<file path="config.mk">
export PLATFORM = sky130hd
export DESIGN_NAME = bin2bcd_seq
export DESIGN_NICKNAME = d
export VERILOG_FILES = /design/src/rtl/bin2bcd_seq_pkg.sv /design/src/rtl/bin2bcd_seq_add3.sv /design/src/rtl/bin2bcd_seq.sv
export SDC_FILE = /design/constraint.sdc
export NUM_CORES = 1
export LEC_CHECK = 0
export CAP_MARGIN = 10
export CORE_UTILIZATION = 50
export DETAILED_ROUTE_END_ITERATION = 7
export PLACE_DENSITY = 0.84
export SLEW_MARGIN = 20
export SYNTH_ARGS = -nofsm -noshare
export SYNTH_HDL_FRONTEND = slang
export SYNTH_HIERARCHICAL = 1
export SYNTH_SLANG_ARGS = --single-unit
</file>
<file path="constraint.sdc">
create_clock -name clk -period 4.6 [get_ports clk]
set_clock_uncertainty 0.1 [all_clocks]
set_input_delay 0.92 -clock clk [delete_from_list [all_inputs] [get_ports clk]]
set_output_delay 0.92 -clock clk [all_outputs]
set_load 0.05 [all_outputs]
</file>
<file path="src/rtl/bin2bcd_seq_pkg.sv">
// Shared constants and types for the sequential binary-to-BCD converter.
// Widths, clamp value, iteration bound and FSM state encoding.
`timescale 1ns/1ps
package bcd_pkg;

  localparam int BIN_W  = 10;
  localparam int BCD_W  = 12;
  localparam int WORK_W = BCD_W + BIN_W;
  localparam int CNT_W  = 4;

  localparam logic [BIN_W-1:0] MAX_VAL   = 10'd999;
  localparam logic [CNT_W-1:0] ITER_LAST = 4'd9;

  typedef enum logic [1:0] {
    IDLE,
    SHIFT,
    DONE
  } state_t;

  // Saturate an operand so the result always fits in three digits.
  function automatic logic [BIN_W-1:0] clamp(
    input logic [BIN_W-1:0] v
  );
    return (v > MAX_VAL) ? MAX_VAL : v;
  endfunction

endpackage

</file>
<file path="src/rtl/bin2bcd_seq_add3.sv">
// Single-digit double-dabble corrector.
// Adds 3 to a nibble of 5 or more so the next shift carries into the next digit.
`timescale 1ns/1ps
module bcd_add3 (
  input  logic [3:0] din,
  output logic [3:0] dout
);

  // Inputs are at most 9, so the 4-bit sum never wraps.
  assign dout = (din >= 4'd5) ? din + 4'd3 : din;

endmodule

</file>
<file path="src/rtl/bin2bcd_seq.sv">
// Sequential 10-bit binary to 3-digit BCD converter, one bit per clock.
// Operands above 999 are clamped to 999 and flagged through overflow.
`timescale 1ns/1ps
module bin2bcd_seq
  import bcd_pkg::*;
(
  input  logic             clk,
  input  logic             reset,
  input  logic             start,
  input  logic [BIN_W-1:0] binario,
  output logic [BCD_W-1:0] valor,
  output logic             busy,
  output logic             done,
  output logic             overflow
);

  state_t              state;
  state_t              state_nx;
  logic [CNT_W-1:0]    cnt;
  logic [WORK_W-1:0]   work;
  logic [WORK_W-1:0]   shifted;
  logic [BCD_W-1:0]    fix;
  logic                ovf_cap;
  logic                accept;
  logic                last;

  // One corrector per BCD digit of the working register.
  for (genvar i = 0; i < 3; i++) begin : g_fix
    bcd_add3 u_add3 (
      .din  (work[BIN_W+4*i +: 4]),
      .dout (fix[4*i +: 4])
    );
  end

  // The top digit's carry-out is always zero for clamped operands.
  assign shifted = {fix, work[BIN_W-1:0]} << 1;

  assign accept = start && (state == IDLE || state == DONE);
  assign last   = (state == SHIFT) && (cnt == ITER_LAST);

  assign busy = (state == SHIFT);
  assign done = (state == DONE);

  // State register.
  always_ff @(posedge clk or posedge reset) begin
    if (reset) state <= IDLE;
    else       state <= state_nx;
  end

  // Next-state logic; DONE accepts a new start like IDLE does.
  always_comb begin
    state_nx = state;
    unique case (state)
      IDLE:    if (start) state_nx = SHIFT;
      SHIFT:   if (last)  state_nx = DONE;
      DONE:    state_nx = start ? SHIFT : IDLE;
      default: state_nx = IDLE;
    endcase
  end

  // Working register, iteration counter and overflow capture.
  always_ff @(posedge clk or posedge reset) begin
    if (reset) begin
      work    <= '0;
      cnt     <= '0;
      ovf_cap <= 1'b0;
    end else if (accept) begin
      work    <= {{BCD_W{1'b0}}, clamp(binario)};
      cnt     <= '0;
      ovf_cap <= (binario > MAX_VAL);
    end else if (state == SHIFT) begin
      work <= shifted;
      cnt  <= last ? '0 : cnt + 4'd1;
    end
  end

  // Results update only on the final shift, holding through later runs.
  always_ff @(posedge clk or posedge reset) begin
    if (reset) begin
      valor    <= '0;
      overflow <= 1'b0;
    end else if (last) begin
      valor    <= shifted[WORK_W-1:BIN_W];
      overflow <= ovf_cap;
    end
  end

endmodule
</file>
==> impl_metrics.toml, run 1 <==
[final_layout]
nets = 233
finalInstanceArea_mm2 = 0.00241
fin_util_pct = 60.3
antennaDiodeCount = 0
drive_above_1_share_pct = 12.7
area_delta_synth_final_pct = 16.1

[pwr]
p_comb_share_pct = 51.2
p_switching_w = 0.000783
ir_drop_mv = 0.335
p_int_w = 0.00104
seq_power_share_pct = 36.4
p_per_area_mw_per_mm2 = 753
p_leak_nw = 1.12
power.share.switching_pct = 43.1
p_clk_share_pct = 12.3

[drt]
viasPerCell = 5.44
drt-pass1-iter-count = 4
detail_route.wl_per_cell_um = 14.1
vias = 1425
antenna_left = 0
drc_errors = 0
drt_iter0_drc = 86
wl_mm = 3.71

[placement]
placed_cell_area_mm2 = 0.00234
place_ws_ps = 1920
gp_congestion = 0.762
io_buffers = 27
hpwl_mm = 2.59

[floorplan]
die_x_um = 66.5
core_mm2 = 0.00400
pin_count = 28
dieArea_mm2 = 0.00442
start_util_pct = 52.0
dieHeight_um = 66.5
std_cell_rows = 23

[cts]
cts_hold_buffers = 0
cts_resized = 0
root_buffer = "clkbuf_8"
postCtsSetupRepairBufs = 0
clock_path_buffers = 2
worstSkewPairLatency_ps = 290
htreeDepth = 2
cts_buffers = 5
clkTransAtPathRegs_ps = 80
cts.sinks = 42
cts_tree = "done"

[global_route]
grt_pass1_vias = 1350
grt_start_max_net_pins = 43
gr-total-overflow = 0
grt_pass1_wl_mm = 6.40
antenna_found_initial = 0
grtUsageTotal_pct = 19.9

[logic_synthesis]
ys_warn_count = 6
syn_avg_cell_area_um2 = 11.2
syn_nets = 206
postSynthCellCount = 185
netlist_area_mm2 = 0.00208

[sta]
slew_headroom_pct = 64.2
setup_viol = 0
maxSlewViolCount = 0
rsz0062_at_grt = "no"
worst_pin_slew_ps = 534
timing.final.crit_share_pct = 65.2
fin_ws_ps = 1600
tns_ps = 0
min_period_ps = 3000
timing.fmax_mhz = 334
hold_violations = 0

[critical_path]
crit_slowest_cell = "clkdlybuf4s50_1"
critPathKind = "reg -> out"
end_kind = "primary output"
worstPathCellList = "nand2b_4, inv_6, clkdlybuf4s50_1"
startpoint_type = "register"
max_stage_delay_ps = 830
crit_arrival_ps = 1980
cp_data_required_time_ps = 3580
path_max_fanout = 21

[run]
max-cap-violations = 0

[outcome]
status = "completed"

[worst_hold_path]
hold_class = "reg -> reg"
worst paths after layout:
check / startpoint / slack, ps / cells past startpoint / endpoint
setup / recovery: state[1] / 1600 / 3 / busy
hold / removal: ovf_cap / 380 / 2 / ovf_cap
setup reg to reg: cnt[1] / 2820 / 5 / valor[4]
hold reg to reg: ovf_cap / 380 / 2 / ovf_cap
max in group asynchronous: reset / 3070 / 3 / work[16]
min in group asynchronous: reset / 960 / 3 / valor[1]
cells in the final DEF (no fill, tap or decap):
cell type         n
a22o_1           12
nand3_1           5
o22ai_1           4
o211a_1           2
o21ai_1           3
clkbuf_8          5
a21oi_2           3
nand2b_4          1
clkdlybuf4s50_1  27
nor2_4            2
and2b_1           1
nor2_1           10
inv_6             1
nor2b_2           1
nand2_1          26
xnor2_1           3
nand3b_1          1
a221o_1           2
mux2_2           12
a21oi_1           3
nand3b_4          1
buf_4             1
mux2i_1           4
ha_1              8
a31oi_1           5
dfrtp_1          42
clkbuf_1          2
o2bb2ai_1         1
inv_1             8
nand2b_1          7
o21ai_0           3
or3_1             2
mux2_1            1
nand4_1           1
nor3_1            2
power by group through the flow:
stage / sequential, W / clock [W] / combinational [W]
after detailed placement: 0.000668 / 0 / 0.000941
final: 0.000662 / 0.000225 / 0.000932
after global placement: 0.000660 / 0 / 0.000914
after CTS: 0.000662 / 0.000232 / 0.000942
after floorplan: 0.000808 / 0 / 0.000611
after global routing: 0.000688 / 0.000250 / 0.00103
worst max-delay path, delay by kind of cell, from the launching register on:
kind                   cells  cell delay, ps
DFF                        1             380
and+or+nand+nor            1             260
buffers and inverters      2            1040
layout make-up:
class / instances / area, µm²
Fill cell: 352 / 1590
Sequential cell: 42 / 1050
Multi-Input combinational cell: 126 / 907
Timing Repair Buffer: 28 / 278
Clock buffer: 7 / 76.3
Tap cell: 50 / 62.6
Inverter: 9 / 38.8
flip-flops by register name, summed over array words and instances (netlist names):
signal    flops
ovf_cap       1
valor        12
cnt           4
state         2
overflow      1
work         22
routing by layer:
layer  part of all wire, %  global-route usage (%)
met3                   3.7                    5.82
met5                     0                       0
met2                    47                    30.1
met4                   1.6                    7.18
met1                    47                    27.1
per-stage QoR:
stage	cells	hold slack [ps]	total power, W
2_1_floorplan	185	344	0.00142
3_3_place_gp	255	369	0.00157
3_5_place_dp	255	370	0.00161
4_1_cts	262	387	0.00184
5_1_grt	262	410	0.00197
6_report	262	382	0.00182
No activity file was read; power rests on OpenSTA's default activity.
==> run 2, diff against run 1 <==
clock period = 3.05 ns   (was 4.6 ns; I/O delays follow)
==> impl_metrics.toml, run 2 (synthesis gave the netlist of run 1 again) <==
[outcome]
status = "completed"

[critical_path]
crit_arrival_ps = 1980
crit_start = "state[1]"
cp_top_family = "buffers and inverters"
max_stage_delay_ps = 840
ff2ff_path_depth = 5
regToRegStartpoint = "cnt[1]"
worstPathCellList = "nand2b_4, inv_6, clkdlybuf4s50_1"
crit_slowest_cell = "clkdlybuf4s50_1"
cp_data_required_time_ps = 2340
startpoint_type = "register"
reg2reg_slack_ps = 1280
worst-path-buf-inv = 2
path_max_fanout = 21
end_kind = "primary output"
critical_path_depth = 3
cp-endpoint = "busy"
critPathKind = "reg -> out"
r2r_end = "valor[1]"

[drt]
vias = 1448
drt_iter0_drc = 123
drc_errors = 0
viasPerCell = 5.51
wl_mm = 3.63
drt-pass1-iter-count = 4
detail_route.wl_per_cell_um = 13.8
antenna_left = 0

[placement]
gp_congestion = 0.778
hpwl_mm = 2.62
dpl.cell_count = 256
io_buffers = 27

[sta]
maxSlewViolCount = 0
holdWs_ps = 386
slew_headroom_pct = 65.7
tns_ps = 0
min_period_ps = 2690
hold_violations = 0
setup_viol = 0
rsz0062_at_grt = "no"
timing.final.crit_share_pct = 88.2
worst_pin_slew_ps = 515
timing.fmax_mhz = 372

[global_route]
antenna_found_initial = 0
grt_pass1_vias = 1396
grtUsageTotal_pct = 19.6
grt_start_max_net_pins = 43
gr-total-overflow = 0
grt_pass1_wl_mm = 6.33

[final_layout]
fin_util_pct = 60.6
drive_above_1_share_pct = 14.1
largest_reg_flops = 22
nets = 234
antennaDiodeCount = 0
finalNonFillerCells = 263
area_delta_synth_final_pct = 16.5
final_common_cell = "dfrtp_1"
largest_register = "work"
mostFrequentLayoutCells = "42 x dfrtp_1, 27 x clkdlybuf4s50_1, 26 x nand2_1"
reg_top3 = "work x22, valor x12, cnt x4"

[cts]
cts.sinks = 42
htreeDepth = 2
cts_buffers = 5
clock_path_buffers = 2
root_buffer = "clkbuf_8"
worstSkewPairLatency_ps = 290
cts_resized = 0
cts_tree = "done"
postCtsSetupRepairBufs = 0
cts_hold_buffers = 0
clkTransAtPathRegs_ps = 70

[floorplan]
dieHeight_um = 66.5
std_cell_rows = 23
die_x_um = 66.5
core_mm2 = 0.00400
start_util_pct = 52.0
pin_count = 28
dieArea_mm2 = 0.00442

[run]
max-cap-violations = 0

[pwr]
total_power_w = 0.00275
ir_drop_mv = 0.441
p_per_area_mw_per_mm2 = 1140
p_leak_nw = 1.13

[worst_hold_path]
hold_class = "reg -> reg"
whs_path_depth = 1
run 2: changes by cell type in the layout (fill, tap and decap cells not counted):
cell	delta
clkinv_2	+2
clkbuf_1	-2
buf_4	+1
run 2: worst min path at each step:
| stage | from | endpoint |
|---|---|---|
| finish | valor[9] | valor[9] |
| global route | work[19] | work[19] |
| detailed placement | valor[9] | valor[9] |
| floorplan | ovf_cap | ovf_cap |
| global placement | ovf_cap | ovf_cap |
| CTS | valor[9] | valor[9] |
run 2: power by group:
part           internal, W  leakage, nW  switching, W
clock network     0.000154       0.0438      0.000179
registers         0.000805        0.526      0.000196
logic             0.000601        0.561      0.000819
run 2: cell type report:
type | count | area [µm²]
inverters | 9 | 38.8
flip-flops and latches | 42 | 1050
multi-input cells | 126 | 907
clock inverters | 2 | 10.0
well taps | 50 | 62.6
clock buffers | 5 | 68.8
fillers | 344 | 1580
repair buffers | 29 | 285
run 2: layer usage:
| layer | track usage (%) | vias to the layer above | part of all wire, % |
|---|---|---|---|
| li1 | - | 703 | - |
| met1 | 24.5 | 702 | 46 |
| met2 | 32.3 | 37 | 48 |
| met3 | 5.31 | 6 | 3.7 |
| met4 | 7.71 | 0 | 1.7 |
| met5 | 0 | - | 0 |
run 2: stage by stage:
step	worst slack (ps)	cell area, µm²
6_report	360	2420
2_1_floorplan	1370	2080
3_3_place_gp	710	2340
3_5_place_dp	676	2340
4_1_cts	357	2420
5_1_grt	282	2420
==> run 3, diff against run 2 <==
SKIP_CTS_REPAIR_TIMING = 1   (was default)
==> results of run 3 <==
The final DEF is identical to that of run 2; final timing and power are the same.
